**src/rtl/wt_mult_pkg.sv**
```systemverilog
// Shared definitions for the sequential 8x8 multiplier: FSM states, partial-product
// shifts and the 3:2 / 2:2 counter helpers used by the 4x4 Wallace-tree core.
package wt_mult_pkg;

    localparam int unsigned STATE_W = 3;

    typedef enum logic [STATE_W-1:0] {
        IDLE,
        PP0,
        PP1,
        PP2,
        PP3,
        DONE
    } state_t;

    localparam logic [3:0] PP0_SHIFT = 4'd0;
    localparam logic [3:0] PP1_SHIFT = 4'd4;
    localparam logic [3:0] PP2_SHIFT = 4'd4;
    localparam logic [3:0] PP3_SHIFT = 4'd8;

    // Full adder as a 3:2 counter, returns {carry, sum}.
    function automatic logic [1:0] fa(input logic x, input logic y, input logic z);
        return {(x & y) | (x & z) | (y & z), x ^ y ^ z};
    endfunction

    function automatic logic [1:0] ha(input logic x, input logic y);
        return {x & y, x ^ y};
    endfunction

endpackage

```
**src/rtl/WT_4bit_counter.sv**
```systemverilog
// Combinational 4x4 unsigned multiplier: one Wallace reduction layer of counters
// followed by a carry-propagate add of the remaining rows.
module WT_4bit_counter
    import wt_mult_pkg::*;
(
    input  logic [3:0] a_i,
    input  logic [3:0] b_i,
    output logic [7:0] p_o
);

    logic [3:0] pp [4];
    logic [1:0] h1, f2, f3, f4, h5;
    logic [7:0] row_x, row_y, row_z;

    // pp[i][j] carries weight i+j
    always_comb begin
        for (int unsigned i = 0; i < 4; i++) begin
            for (int unsigned j = 0; j < 4; j++) begin
                pp[i][j] = a_i[j] & b_i[i];
            end
        end
    end

    assign h1 = ha(pp[0][1], pp[1][0]);
    assign f2 = fa(pp[0][2], pp[1][1], pp[2][0]);
    assign f3 = fa(pp[0][3], pp[1][2], pp[2][1]);
    assign f4 = fa(pp[1][3], pp[2][2], pp[3][1]);
    assign h5 = ha(pp[2][3], pp[3][2]);

    assign row_x = {1'b0, pp[3][3], h5[0], f4[0], f3[0], f2[0], h1[0], pp[0][0]};
    assign row_y = {1'b0, h5[1], f4[1], f3[1], f2[1], h1[1], 2'b00};
    assign row_z = {4'b0000, pp[3][0], 3'b000};

    assign p_o = row_x + row_y + row_z;

endmodule

```
**src/rtl/wt_8bit_seq_ctrl.sv**
```systemverilog
// Sequential 8x8 multiplier time-sharing one 4x4 core over four partial products.
// Define WT_SEQ_APPROX_LO_EN to skip the low*low partial product (approximate, 1 cycle faster).
module wt_8bit_seq_ctrl
    import wt_mult_pkg::*;
#(
    parameter int unsigned CNT_W = 16
) (
    input  logic             clk,
    input  logic             rst,
    input  logic             in_valid,
    output logic             in_ready,
    input  logic [7:0]       a,
    input  logic [7:0]       b,
    output logic             out_valid,
    input  logic             out_ready,
    output logic [15:0]      c,
    output logic             busy,
    output logic [CNT_W-1:0] op_count
);

`ifdef WT_SEQ_APPROX_LO_EN
    localparam state_t FIRST_PP = PP1;
`else
    localparam state_t FIRST_PP = PP0;
`endif

    state_t           state_q, state_d;
    logic [7:0]       a_q, b_q;
    logic [15:0]      acc_q, c_q;
    logic             in_ready_q, out_valid_q, busy_q;
    logic [CNT_W-1:0] op_count_q;

    logic [3:0]       mul_a, mul_b, pp_shift;
    logic [7:0]       pp;
    logic [15:0]      pp_term, acc_sum;
    logic             accept, handshake;

    always_comb begin
        mul_a    = a_q[3:0];
        mul_b    = b_q[3:0];
        pp_shift = PP0_SHIFT;
        case (state_q)
            PP1: begin
                mul_a    = a_q[7:4];
                pp_shift = PP1_SHIFT;
            end
            PP2: begin
                mul_b    = b_q[7:4];
                pp_shift = PP2_SHIFT;
            end
            PP3: begin
                mul_a    = a_q[7:4];
                mul_b    = b_q[7:4];
                pp_shift = PP3_SHIFT;
            end
            default: ;
        endcase
    end

    WT_4bit_counter u_mul (
        .a_i (mul_a),
        .b_i (mul_b),
        .p_o (pp)
    );

    assign pp_term   = {8'h00, pp} << pp_shift;
    assign acc_sum   = acc_q + pp_term;
    assign accept    = (state_q == IDLE) && in_valid;
    assign handshake = (state_q == DONE) && out_ready;

    always_comb begin
        state_d = state_q;
        case (state_q)
            IDLE:    if (in_valid) state_d = FIRST_PP;
            PP0:     state_d = PP1;
            PP1:     state_d = PP2;
            PP2:     state_d = PP3;
            PP3:     state_d = DONE;
            DONE:    if (out_ready) state_d = IDLE;
            default: state_d = IDLE;
        endcase
    end

    // Status outputs are decoded from the next state so they are registered yet
    // line up with the state they describe.
    always_ff @(posedge clk) begin
        if (rst) begin
            state_q     <= IDLE;
            a_q         <= '0;
            b_q         <= '0;
            acc_q       <= '0;
            c_q         <= '0;
            in_ready_q  <= 1'b1;
            out_valid_q <= 1'b0;
            busy_q      <= 1'b0;
            op_count_q  <= '0;
        end else begin
            state_q     <= state_d;
            in_ready_q  <= (state_d == IDLE);
            busy_q      <= (state_d != IDLE);
            out_valid_q <= (state_d == DONE);
            if (accept) begin
                a_q   <= a;
                b_q   <= b;
                acc_q <= '0;
            end else if (state_q inside {PP0, PP1, PP2, PP3}) begin
                acc_q <= acc_sum;
                if (state_q == PP3) begin
                    c_q <= acc_sum;
                end
            end
            if (handshake) begin
                op_count_q <= op_count_q + CNT_W'(1);
            end
        end
    end

    assign in_ready  = in_ready_q;
    assign out_valid = out_valid_q;
    assign busy      = busy_q;
    assign c         = c_q;
    assign op_count  = op_count_q;

endmodule

```
**config.mk**
```make
export PLATFORM = sky130hd
export DESIGN_NAME = wt_8bit_seq_ctrl
export DESIGN_NICKNAME = d
export VERILOG_FILES = /design/src/rtl/wt_mult_pkg.sv /design/src/rtl/WT_4bit_counter.sv /design/src/rtl/wt_8bit_seq_ctrl.sv
export SDC_FILE = /design/constraint.sdc
export NUM_CORES = 1
export LEC_CHECK = 0
export CAP_MARGIN = 15
export CORE_UTILIZATION = 60
export DETAILED_ROUTE_END_ITERATION = 7
export GPL_ROUTABILITY_DRIVEN = 0
export PLACE_DENSITY = 0.88
export SYNTH_ARGS = -nofsm -noshare
export SYNTH_HDL_FRONTEND = slang
export SYNTH_SLANG_ARGS = --single-unit
```
**constraint.sdc**
```tcl
create_clock -name clk -period 12.3 [get_ports clk]
set_input_delay 2.46 -clock clk [delete_from_list [all_inputs] [get_ports clk]]
set_output_delay 2.46 -clock clk [all_outputs]
set_load 0.02 [all_outputs]
```
# Word level (Yosys, flattened, before mapping)
# Index checks and enable logic that the tools add are counted.
[word_totals] elab_cells=79 regBits=70
[classes] n_mux=6 bitwise=42 reduce_logical=11 add_sub_neg=4 n_shift=1 n_eq_ne=6
[op_table] cell="bitwise AND 1 bit" n=27
[op_table] cell="one-hot mux 3 bit (6 select lines)" n=1
[op_table] cell="adder 16 x 1 -> 16 bit, second input constant" n=1
[op_table] cell="adder 16 bit" n=1
[op_table] cell="left shift 8 x 4 -> 16 bit" n=1
[op_table] cell="equality test 3 bit, second input constant" n=3
[op_table] cell="adder 7 x 7 -> 8 bit" n=1
[op_table] cell="adder 8 x 4 -> 8 bit" n=1
[op_table] cell="two-way mux 4 bit" n=2
[op_table] cell="one-hot mux 4 bit (2 select lines)" n=1
[op_table] cell="OR reduction 2 bit" n=4
[op_table] cell="XOR 1 bit" n=8
[op_table] cell="equality test 3 x 2 -> 1 bit, second input constant" n=2
[op_table] cell="zero test 3 bit" n=2
[op_table] cell="two-way mux 3 bit" n=2
[op_table] cell="bitwise OR 1 bit" n=6
[op_table] cell="nonzero test 4 bit" n=1
[op_table] cell="equality test 3 x 1 -> 1 bit, second input constant" n=1
[op_table] cell="AND reduction 3 bit" n=1
[op_table] cell="nonzero test 3 bit" n=1
[op_table] cell="logical AND 1 bit" n=2
[op_table] cell="inverter 1 bit" n=1

# Longest topological paths before layout
[logic_depth] depth_word=11 mapped_depth=25

# By module
# Synthesis repeated with hierarchy kept, for this count alone.
[unflattened] hier_cells=507 area_unflattened_um2=4147.7
[by_module_without_submodules] mod="wt_8bit_seq_ctrl" cells_per_inst=461 seq_area_each_um2=1401.3 n_inst=1 area_per_inst_um2=3742.3
[by_module_without_submodules] mod="WT_4bit_counter" cells_per_inst=46 seq_area_each_um2=0.0 n_inst=1 area_per_inst_um2=405.4

# Least setup slack after synthesis
# OpenSTA, ideal clock, no wires.
[synth_timing] path_type="reg-to-reg" start="register state_q[1]" end="register c_q[14] (netlist: c[14])" path_stages_with_launch=25 t_arrival_ns=5.333 period_less_slack_ns=5.455 required_ns=12.178 n_path_buf=2 path_slack_ns=6.845 setup_ns=0.122 path_cell_list="dfxtp_1 buf_2 nor2b_1 clkbuf_1 nand2_1 nand2_2 mux2i_1 or2_2 fa_1 inv_1 fa_1 ha_1 fa_1 a21o_1 a21oi_1 xnor2_1 nand2_1 a21oi_1 ha_1 a21o_1 a21oi_1 o21bai_4 o211a_1 mux2i_1 a311o_1"
[synth_via] elab_chain_cells=11
[synth_lines] element="from (decl)" line_no="wt_8bit_seq_ctrl.sv:27" source="state_t state_q, state_d;"
[synth_lines] element="from (signal assigned)" line_no="wt_8bit_seq_ctrl.sv:98" source="state_q <= state_d;"
[synth_lines] element="equality test 3 x 2 -> 1 bit / equality test 3 bit (equally long branches)" line_no="wt_8bit_seq_ctrl.sv:42, wt_8bit_seq_ctrl.sv:106, wt_8bit_seq_ctrl.sv:108"
[synth_lines] element="OR reduction 2 bit (no line)"
[synth_lines] element="two-way mux 4 bit" line_no="wt_8bit_seq_ctrl.sv:42" source="case (state_q)"
[synth_lines] element="bitwise AND 1 bit" line_no="WT_4bit_counter.sv:19" source="pp[i][j] = a_i[j] & b_i[i];"
[synth_lines] element="bitwise AND 1 bit" line_no="wt_mult_pkg.sv:23" source="return {(x & y) | (x & z) | (y & z), x ^ y ^ z};"
[synth_lines] element="bitwise OR 1 bit (2 in a row)" line_no="wt_mult_pkg.sv:23"
[synth_lines] element="adder 7 x 7 -> 8 bit" line_no="WT_4bit_counter.sv:34" source="assign p_o = row_x + row_y + row_z;"
[synth_lines] element="adder 8 x 4 -> 8 bit" line_no="WT_4bit_counter.sv:34"
[synth_lines] element="left shift 8 x 4 -> 16 bit" line_no="wt_8bit_seq_ctrl.sv:66" source="assign pp_term = {8'h00, pp} << pp_shift;"
[synth_lines] element="adder 16 bit" line_no="wt_8bit_seq_ctrl.sv:67" source="assign acc_sum = acc_q + pp_term;"
[synth_lines] element="to (signal assigned)" line_no="wt_8bit_seq_ctrl.sv:109" source="c_q <= acc_sum;"
[synth_lines] element="to (decl)" line_no="wt_8bit_seq_ctrl.sv:29" source="logic [15:0] acc_q, c_q;"
# Parallel ways exist; a longest one is shown, timed or not.
# A chain may end at the register's enable or synchronous reset.

# Worst setup path after layout
# Same ends and word-level chain as after synthesis.

==> flow_metrics.env <==
export IMPL_status="complete, but fails checks"
export IMPL_violations="design-rule violations"
export IMPL_timing_rr_start="state_q[1]$_SDFF_PP0_"
export IMPL_layout_filler_cells=476
export IMPL_pwr_share_clk_pct=41.7
export IMPL_place_area_sq_um=4620
export IMPL_clock_root_buffer="sky130_fd_sc_hd__clkbuf_8"
export IMPL_syn_num_nets=549
export IMPL_die_h_um=84.3
export IMPL_critPathTopFamily="adder cells"
export IMPL_buffer_depth_of_the_longest_clock_path=2
export IMPL_die_outline_width_um=84.3
export IMPL_drc_errors=11
export IMPL_vdd_drop_max_mv=0.0911
export IMPL_period_share_pct=52.5
export IMPL_postSynthAreaPerCell_sq_um=8.17
export IMPL_clkTransAtPathRegs_ns=0.08
export IMPL_vias=3674
export IMPL_crit_arrival_ns=6.71
export IMPL_seq_area_frac_synth_pct=34.5
export IMPL_synthToLayoutAreaGrowth_pct=19.9
export IMPL_rsz0062_at_grt="no"
export IMPL_grt_pass1_vias=3561
export IMPL_globalRouteOverflowTotal=0
export IMPL_dp_final_hpwl_um=6930
export IMPL_tritoncts_num_buffers=9
export IMPL_hp_start="a_q[5]$_SDFFE_PP0P_"
export IMPL_grt_max_degree=54
export IMPL_count_of_unique_library_cells_instantiated_by_yosys=58
export IMPL_design_die_area_sq_um=7100
export IMPL_post_cts_setup_driven_buffer_insertion_count=0
export IMPL_totalWireLength_um=10300
export IMPL_worst_slew_pin_slew_ns=0.994
export IMPL_critical_path_slowest_cell="sky130_fd_sc_hd__nand2_1"
export IMPL_share_comb_of_total_power_pct=14.9
export IMPL_postSynth_asyncResetShare_pct=0
export IMPL_cellInternalPower_uw=401
export IMPL_fin_tns_setup_ns=0
export IMPL_critPathMaxFanout=24
export IMPL_final_hold_viol_count=0
export IMPL_critPathRequiredTime_ns=12.55
export IMPL_synth_flop_cell="sky130_fd_sc_hd__dfxtp_1"
export IMPL_layout_min_cycle_time_ns=6.46
export IMPL_cts_sink_count=70
export IMPL_final_core_utilization_pct=75.4
export IMPL_fin_skew_ns=0.00916
export IMPL_synth_area_sq_um=4060
export IMPL_slew_limit_headroom_pct=33.7
export IMPL_groute_usage_overall_pct=30.2
export IMPL_fin_area_sq_um=4870
export IMPL_worst_path_buf_inv=1
export IMPL_initial_core_util_pct=62.9
export IMPL_clock_latency_ns=0.36
export IMPL_fin_nets=594
export IMPL_path_class="reg2reg"
export IMPL_setup_viol=0
export IMPL_ios=55
export IMPL_hold_path_class="reg2reg"
export IMPL_grt_antenna_before_repair=0
export IMPL_tritoncts="built"
export IMPL_setup_worst_path_start="state_q[1]$_SDFF_PP0_"
export IMPL_synth_edf_count=0
export IMPL_antenna_cells_inserted=0
export IMPL_critPathMaxStageDelay_ns=0.69
export IMPL_reg2reg_setup_slack_ns=5.84
export IMPL_post_route_cells_drive_above_1_share_pct=9.14
export IMPL_sw_frac_of_total_pct=27.9
export IMPL_placement_rows=29
export IMPL_worstSetupEndpointType="register"
export IMPL_io_buffers=54
export IMPL_clock_fmax_mhz=155
export IMPL_power_density_nw_per_um2=114
export IMPL_detail_route_first_pass_iterations=7
export IMPL_cellLeakagePower_uw=0.00201
export IMPL_grt_first_pass_wirelength_um=16800
export IMPL_post_drt_via_cell_ratio=5.89
export IMPL_synthesized_flop_and_latch_total=70
export IMPL_power_sequential_fraction_pct=43.4
export IMPL_maxCapViolations=0
export IMPL_synthesis_yosys_warnings=0
export IMPL_core_footprint_sq_um=6460
export IMPL_post_cts_resize_count=0
export IMPL_final_max_slew_viol_count=0
export IMPL_crit_chain="nor2_4 -> nand2_1 -> nand2_2 -> mux2i_1 -> or2_2 -> fa_1 -> inv_1 -> fa_1 -> ha_1 -> fa_1 -> a21o_1 -> a21oi_1 -> xnor2_1 -> nand2_1 -> a21oi_1 -> ha_1 -> a21o_1 -> a21oi_1 -> o21bai_4 -> o211a_1 -> mux2i_1 -> a311o_1"
export IMPL_timing_critical_path_from_type="register"
export IMPL_detail_route_antenna_nets=0
export IMPL_cts_hold_buffers=0
export IMPL_switchingPower_uw=155
export IMPL_dr_first_iter_drc_count=230
export IMPL_synth_cells=497
export IMPL_wire_per_inst_um=16.4
export IMPL_ctsHtreeMaxLevel=3
[synth_stat cells (all sizes together), types with 7 or more instances]
library cell	instances	share of area, %
a21o	7	1.3
a21oi	56	7.2
and3	10	1.5
clkbuf	19	1.8
dfxtp	70	34
ha	26	8.0
inv	16	1.5
mux2i	11	2.7
nand2	91	8.5
nand3	12	1.5
nor2	55	5.5
nor3	9	1.2
o21ai	10	1.4
or2	8	1.2
xnor2	17	3.8
xor2	15	3.2
[layout make-up]
cell class              instances  area (sq um)  area share, %
clock inverters                 7           121           2.49
flip-flops and latches         70          1400           28.8
well taps                      77          96.3           1.98
repair buffers                 57           558           11.5
inverters                      16          60.1           1.23
clock buffers                   9           124           2.54
multi-input cells             388          2510           51.5
[metal layers]
layer	routed length, um	vias to the layer above	global-route usage, %
li1	-	1795	-
met1	4430	1741	37.0
met2	5070	117	52.0
met3	568	21	6.88
met4	191	0	10.8
met5	0	-	0
[path summary, 6_finish.rpt]
| path | endpoint | cells after the start |
|---|---|---|
| worst min register to register | a_q[5]$_SDFFE_PP0P_ | 2 |
| worst max-delay path | c[14]$_SDFFE_PP0P_ | 22 |
| worst min-delay path | a_q[5]$_SDFFE_PP0P_ | 2 |
| worst max register to register | c[14]$_SDFFE_PP0P_ | 22 |
[stage by stage]
| stage | setup slack, ns | hold WS (ns) | std cells | total power, uW |
|---|---|---|---|---|
| global placement | 6.21 | 0.440 | 607 | 323 |
| detailed placement | 5.92 | 0.446 | 607 | 326 |
| CTS | 5.88 | 0.456 | 623 | 556 |
| global route | 5.53 | 0.483 | 624 | 575 |
| finish | 5.84 | 0.454 | 624 | 556 |
| floorplan | 6.84 | 0.436 | 497 | 301 |
[registers in the layout, summed over array words and instances (netlist names)]
name,cells
out_valid,1
state_q,3
busy,1
c,16
b_q,8
in_ready,1
a_q,8
op_count,16
acc_q,16
[tightest hold or removal path, stage by stage, from the launching register on]
cell                      delay [ns]
sky130_fd_sc_hd__dfxtp_1        0.31
sky130_fd_sc_hd__nand2_1        0.05
sky130_fd_sc_hd__a21oi_1        0.05
[power by group through the flow]
| stage | Clock (uW) | Combinational, uW | Sequential (uW) |
|---|---|---|---|
| finish | 232 | 82.7 | 242 |
| detailed placement | 0 | 79.2 | 247 |
| floorplan | 0 | 54.8 | 246 |
| global placement | 0 | 76.5 | 246 |
| CTS | 234 | 80.6 | 242 |
| global route | 242 | 90.2 | 243 |
[layout by cell type, fill, tap and decap left out, drive strengths merged, types with 4 or more instances in the layout]
cell,count
a21o,7
and3,10
xnor2,17
a22o,4
inv,17
buf,4
nor4,4
clkbuf,9
mux2i,11
o21ai,10
dfxtp,70
nor2,55
nand3,12
or2,8
a211oi,5
nand2,91
ha,26
a21oi,56
or3,6
nor3,9
fa,6
clkdlybuf4s50,53
nand4,5
xor2,15
[logic make-up after synthesis]
kind of cell    synth area share (%)
compound gates                  17.4
xor+xnor                        7.08
fa+ha+maj                       11.0
buf+inv                         3.73
flops                           34.5
mux                             2.71
simple gates                    23.6
Note: power is estimated with default switching activity, not from simulation.
==> patch 1, RTL diff (same flow settings) <==
Add a define of `WT_SEQ_APPROX_LO_EN`.
--- a/src/rtl/wt_8bit_seq_ctrl.sv
+++ b/src/rtl/wt_8bit_seq_ctrl.sv
@@ -1,4 +1,6 @@
 // Sequential 8x8 multiplier time-sharing one 4x4 core over four partial products.
 // Define WT_SEQ_APPROX_LO_EN to skip the low*low partial product (approximate, 1 cycle faster).
+`define WT_SEQ_APPROX_LO_EN
+
 module wt_8bit_seq_ctrl
     import wt_mult_pkg::*;
Check against the original RTL: not equivalent (Yosys sat finds a counterexample within 10 cycles, from zero or initial values and one cycle with rst high).
==> patch 1 against the unedited design <==
- design area fell by 1.6%
- via count is 0.24% lower
- setup slack lost 0.031 ns
- sequential share of layout area up 0.47 points
- clock skew fell by 0.0011 ns
- clock power down 3%
- power fell by 4.9%
- cell count decreased by 0.80%
- die area down 1.9%
- wire length shrank 4.7%
- combinational power decreased by 21%
- synthesized area is 2.0% lower
- sequential cell count stayed put
- critical path type unchanged
- critical endpoint is now acc_q[15]
- largest power group unchanged
==> patch 1: results (changes against the unedited design) <==
Rel. slew slack -> 25.7% (-8.0 points)
Vias in the first global route -> 3,651 (+2.5%)
Iter 0 DRT Violations -> 221 (-3.9%)
Post-cts resize count -> 0 (unchanged)
Worst IR Drop VDD -> 0.0897 mV (-1.6%)
Post-synthesis net count -> 543 (-1.1%)
GR Util met2 -> 47.4% (-4.6 points)
Unique masters post-synth -> 55 (-5.2%)
Clock Skews -> 0.00811 ns (-0.00105 ns)
Final WL -> 9780 um (-4.7%)
Hold Path Depth -> 2 (unchanged)
CP Capture Type -> flop
Sw Share -> 26.1% (-1.8 points)
Asr flop ratio synth -> 0% (unchanged)
Final HPWL DP -> 6810 um (-1.7%)
Met3 usage in global routing -> 6.23% (-0.65 points)
Global-route wire length before repair -> 16,300 um (-2.9%)
Worst reg2reg setup slack -> 5.81 ns (-0.03 ns)
Clock latency on the worst-skew pair -> 0.35 ns
Sequential-to-total area share from yosys stat -> 35.2% (+0.69 points)
M1 wire length -> 4160 um (-6.0%)
Worst r2r path cells -> 23 (+4.5%)
Yosys Warn Count -> 0 (unchanged)
PortBufs -> 54 (unchanged)
Routed met3 length -> 608 um (+7.0%)
Pre-antenna DRT Iters -> 5 (-2)
DR top layer -> met4
WL met2 -> 4710 um (-7.2%)
Min-delay worst type -> flop to flop
Crit path DAT -> 6.74 ns (+0.03 ns)
Fillers -> 446 (-6.3%)
Hold Startpoint -> c[5]
CP max stage delay -> 0.67 ns (-0.02 ns)
Top post-synthesis cells by area -> dfxtp_1 (35%), nand2_1 (8.7%), ha_1 (8.2%)
Outcome -> finished, final reports clean
Most frequent cells after synthesis -> nand2_1 (92), dfxtp_1 (70), a21oi_1 (58), nor2_1 (50), ha_1 (26)
Worst-path fanout max -> 24 (unchanged)
Final nets -> 590 (-0.67%)
Total GRT Usage -> 28.9% (-1.3 points)
Worst Hold End -> c[5]
Leak -> 1.99 nW (-0.73%)
CTS Buf Count -> 9 (unchanged)
Worst r2r dst -> acc_q[15]
Worst reg2reg startpoint -> state_q[0]
Vias -> 3,665 (-0.24%)
Share of cells above drive strength 1 -> 6.64% (-2.5 points)
Die width -> 83.5 um (-0.97%)
CP delay by family, top -> adder cells
Setup Buffers After CTS -> 0 (unchanged)
Largest net degree at the start of global routing -> 56 (+3.7%)
Global routing usage on met1 -> 36.7% (-0.38 points)
Startpoint type of the worst setup path -> flop
-- patch 1: cell types whose count changed in the layout (fill, tap and decap cells not counted), moves of 3 or more --
| cell | delta |
|---|---|
| inv_1 | -3 |
| nand3_1 | -9 |
| a21oi_1 | +5 |
| a21oi_2 | -3 |
| xnor2_1 | -3 |
| nand2_1 | +3 |
-- patch 1: through the flow --
stage	hold slack, ns	setup WS, ns	total power, mW	std cells	area (um^2)
floorplan	0.436	6.86	0.285	491	3980
global placement	0.438	6.13	0.305	604	4560
detailed placement	0.448	5.90	0.306	604	4560
CTS	0.458	5.85	0.528	619	4790
global route	0.484	5.36	0.546	619	4790
finish	0.455	5.81	0.529	619	4790
-- patch 1: power by group through the flow --
stage / sequential (mW) / combinational, mW / clock, mW
after floorplan: 0.243 / 0.0422 / 0
after global placement: 0.243 / 0.0613 / 0
after detailed placement: 0.244 / 0.0627 / 0
after CTS: 0.238 / 0.0642 / 0.226
after global routing: 0.239 / 0.0704 / 0.236
final: 0.239 / 0.0653 / 0.225
-- patch 1: kinds of logic after synthesis --
family | Yosys count | synth area share [%]
and+or+nand+nor | 203 | 23.5
AOI/OAI and AO/OA | 112 | 17.6
DFF | 70 | 35.2
buffers and inverters | 35 | 3.58
adders and majority gates | 32 | 11.2
xor gates and xnor gates | 28 | 6.16
muxes | 11 | 2.76
-- patch 1: final cells by class --
cell class                      instances  area (um^2)  share of cell area (%)
Timing Repair Buffer                   58          566                    11.8
Tap cell                               77         96.3                    2.01
Clock inverter                          6          111                    2.32
Clock buffer                            9          124                    2.58
Multi-Input combinational cell        386         2440                    51.0
Inverter                               13         48.8                    1.02
Sequential cell                        70         1400                    29.2
-- patch 1: tightest hold or removal path, delay by kind of cell, from the launching register on --
kind | cells | cell delay, ns
compound gates | 1 | 0.05
simple gates | 1 | 0.05
flops | 1 | 0.31
==> patch 2, RTL diff (config.mk and constraints unchanged) <==
Made on the original files. Register the output `op_count` once more, with the module's reset; this adds one clock of latency there. The other outputs are not delayed to match.
--- a/src/rtl/wt_8bit_seq_ctrl.sv
+++ b/src/rtl/wt_8bit_seq_ctrl.sv
@@ -120,5 +120,11 @@
     assign busy      = busy_q;
     assign c         = c_q;
-    assign op_count  = op_count_q;
+    always_ff @(posedge clk) begin
+        if (rst) begin
+            op_count <= '0;
+        end else begin
+            op_count <= op_count_q;
+        end
+    end
 
 endmodule
Check against the original RTL: not equivalent (a bounded check fails within 10 cycles, from zero or initial values and one cycle with rst high).
==> patch 2 against the unedited design <==
- first-iteration DRC count grew 18%
- via count grew 10%
- synthesized area grew 12%
- wire length grew 4.8%
- design area grew 9.6%
- power grew 6.0%
- critical path depth grew 1
- setup slack gained 0.24 ns
- sequential cell count grew 16
- fmax grew 3.8%
- sequential power grew 22%
- critical path type unchanged
- largest power group unchanged
==> patch 2: results (changes against the unedited design) <==
Worst IR Drop VDD -> 0.0796 mV (-13%)
Global-route wire length before repair -> 17,600 um (+4.8%)
Leak -> 2.11 nW (+5.0%)
Final HPWL DP -> 7310 um (+5.5%)
Worst-path fanout max -> 28 (+17%)
Worst Hold End -> c[12]
Global routing usage on met1 -> 35.1% (-1.9 points)
Vias in the first global route -> 3,776 (+6.0%)
Worst reg2reg startpoint -> state_q[0]
Worst slew pin tran -> 0.937 ns (-0.0570 ns)
Most frequent cells after synthesis -> nand2_1 (89), dfxtp_1 (86), a21oi_1 (55), nor2_1 (46), ha_1 (26)
Worst r2r path cells -> 23 (+4.5%)
Total GRT Usage -> 29.0% (-1.2 points)
Pre-antenna DRT Iters -> 5 (-2)
GR Util met2 -> 49.6% (-2.4 points)
Share of cells above drive strength 1 -> 6.24% (-2.9 points)
Final hold slack -> 0.457 ns (+0.00325 ns)
Unique masters post-synth -> 53 (-8.6%)
Met3 usage in global routing -> 6.83% (-0.050 points)
Crit-path slowest cell -> dfxtp_1
Pre-CTS setup slack -> 6.18 ns (+0.254 ns)
Dpl cell area -> 5140 um^2 (+11%)
Worst reg2reg setup slack -> 6.08 ns (+0.24 ns)
Largest net degree at the start of global routing -> 81 (+50%)
Drt wl/cell -> 15.5 um (-5.5%)
Sequential-to-total area share from yosys stat -> 37.8% (+3.3 points)
Hold Startpoint -> c[12]
CP delay by family, top -> adder cells
Yosys Warn Count -> 0 (unchanged)
Final nets -> 640 (+7.7%)
Post-synthesis net count -> 598 (+8.9%)
Iter 0 DRT Violations -> 272 (+18%)
Fillers -> 574 (+21%)
Vias -> 4,045 (+10%)
Outcome -> finished, final reports clean
Clock Skews -> 0.0127 ns (+0.00350 ns)
CTS max path bufs -> 2 (unchanged)
Worst r2r dst -> c[13]
Crit path DAT -> 6.42 ns (-0.29 ns)
Top post-synthesis cells by area -> dfxtp_1 (38%), nand2_1 (7.3%), ha_1 (7.1%)
## patch 2: changes by cell type after synthesis, moves of 5 or more
cell	unedited run	this run
nand3b_1	1	10
clkbuf_1	19	24
dfxtp_1	70	86
nor2b_1	1	17
or3_1	6	14
nor2_1	52	46
o21ai_0	7	13
## patch 2: layout make-up
type / count / area [um^2] / share of cell area [%]
inverter: 13 / 48.8 / 0.914
timing repair buffer: 59 / 573 / 10.7
clock inverter: 7 / 80.1 / 1.50
tap: 99 / 124 / 2.32
sequential: 86 / 1720 / 32.2
clock buffer: 9 / 124 / 2.32
multi-input combinational: 419 / 2670 / 50.0
## patch 2: worst min-delay path: stages (launching register included)
cell and delay, ns:
dfxtp_1 0.32, nand2_1 0.05, a21oi_1 0.05
## patch 2: power by group
group	internal (mW)	switching, mW	total, mW
clock network	0.0966	0.110	0.207
registers	0.287	0.00725	0.295
logic	0.0330	0.0552	0.0882
## patch 2: routing by layer
metal	up-vias	routed length (um)
met3	34	713
met1	1870	4340
met5	-	0
met2	174	5340
met4	0	354
li1	1967	-
## patch 2: worst max path at each step
stage	start	slack (ns)	to
after floorplan	state_q[2]	6.84	acc_q[15]
after global placement	state_q[0]	6.48	acc_q[15]
after detailed placement	state_q[0]	6.18	c[13]
after CTS	state_q[0]	6.16	c[13]
after global routing	state_q[1]	5.79	c[13]
final	state_q[0]	6.08	c[13]
## patch 2: cell families (layout without fill, tap and decap cells)
kind of cell,count (synthesis),count (layout),synth area share [%]
buffers and inverters,41,88,3.60
xor gates and xnor gates,26,26,5.00
adders and majority gates,32,32,9.78
DFF,86,86,37.8
and+or+nand+nor,233,233,25.2
muxes,14,14,3.08
AOI/OAI and AO/OA,114,114,15.5
## patch 2: through the flow
| stage | utilization (%) | std cells | total power [mW] |
|---|---|---|---|
| 6_report | 73.2 | 692 | 0.590 |
| 5_1_grt | 73.2 | 692 | 0.613 |
| 4_1_cts | 73.2 | 692 | 0.590 |
| 3_5_place_dp | 70.4 | 676 | 0.387 |
| 3_3_place_gp | 70.4 | 676 | 0.384 |
| 2_1_floorplan | - | 546 | 0.359 |
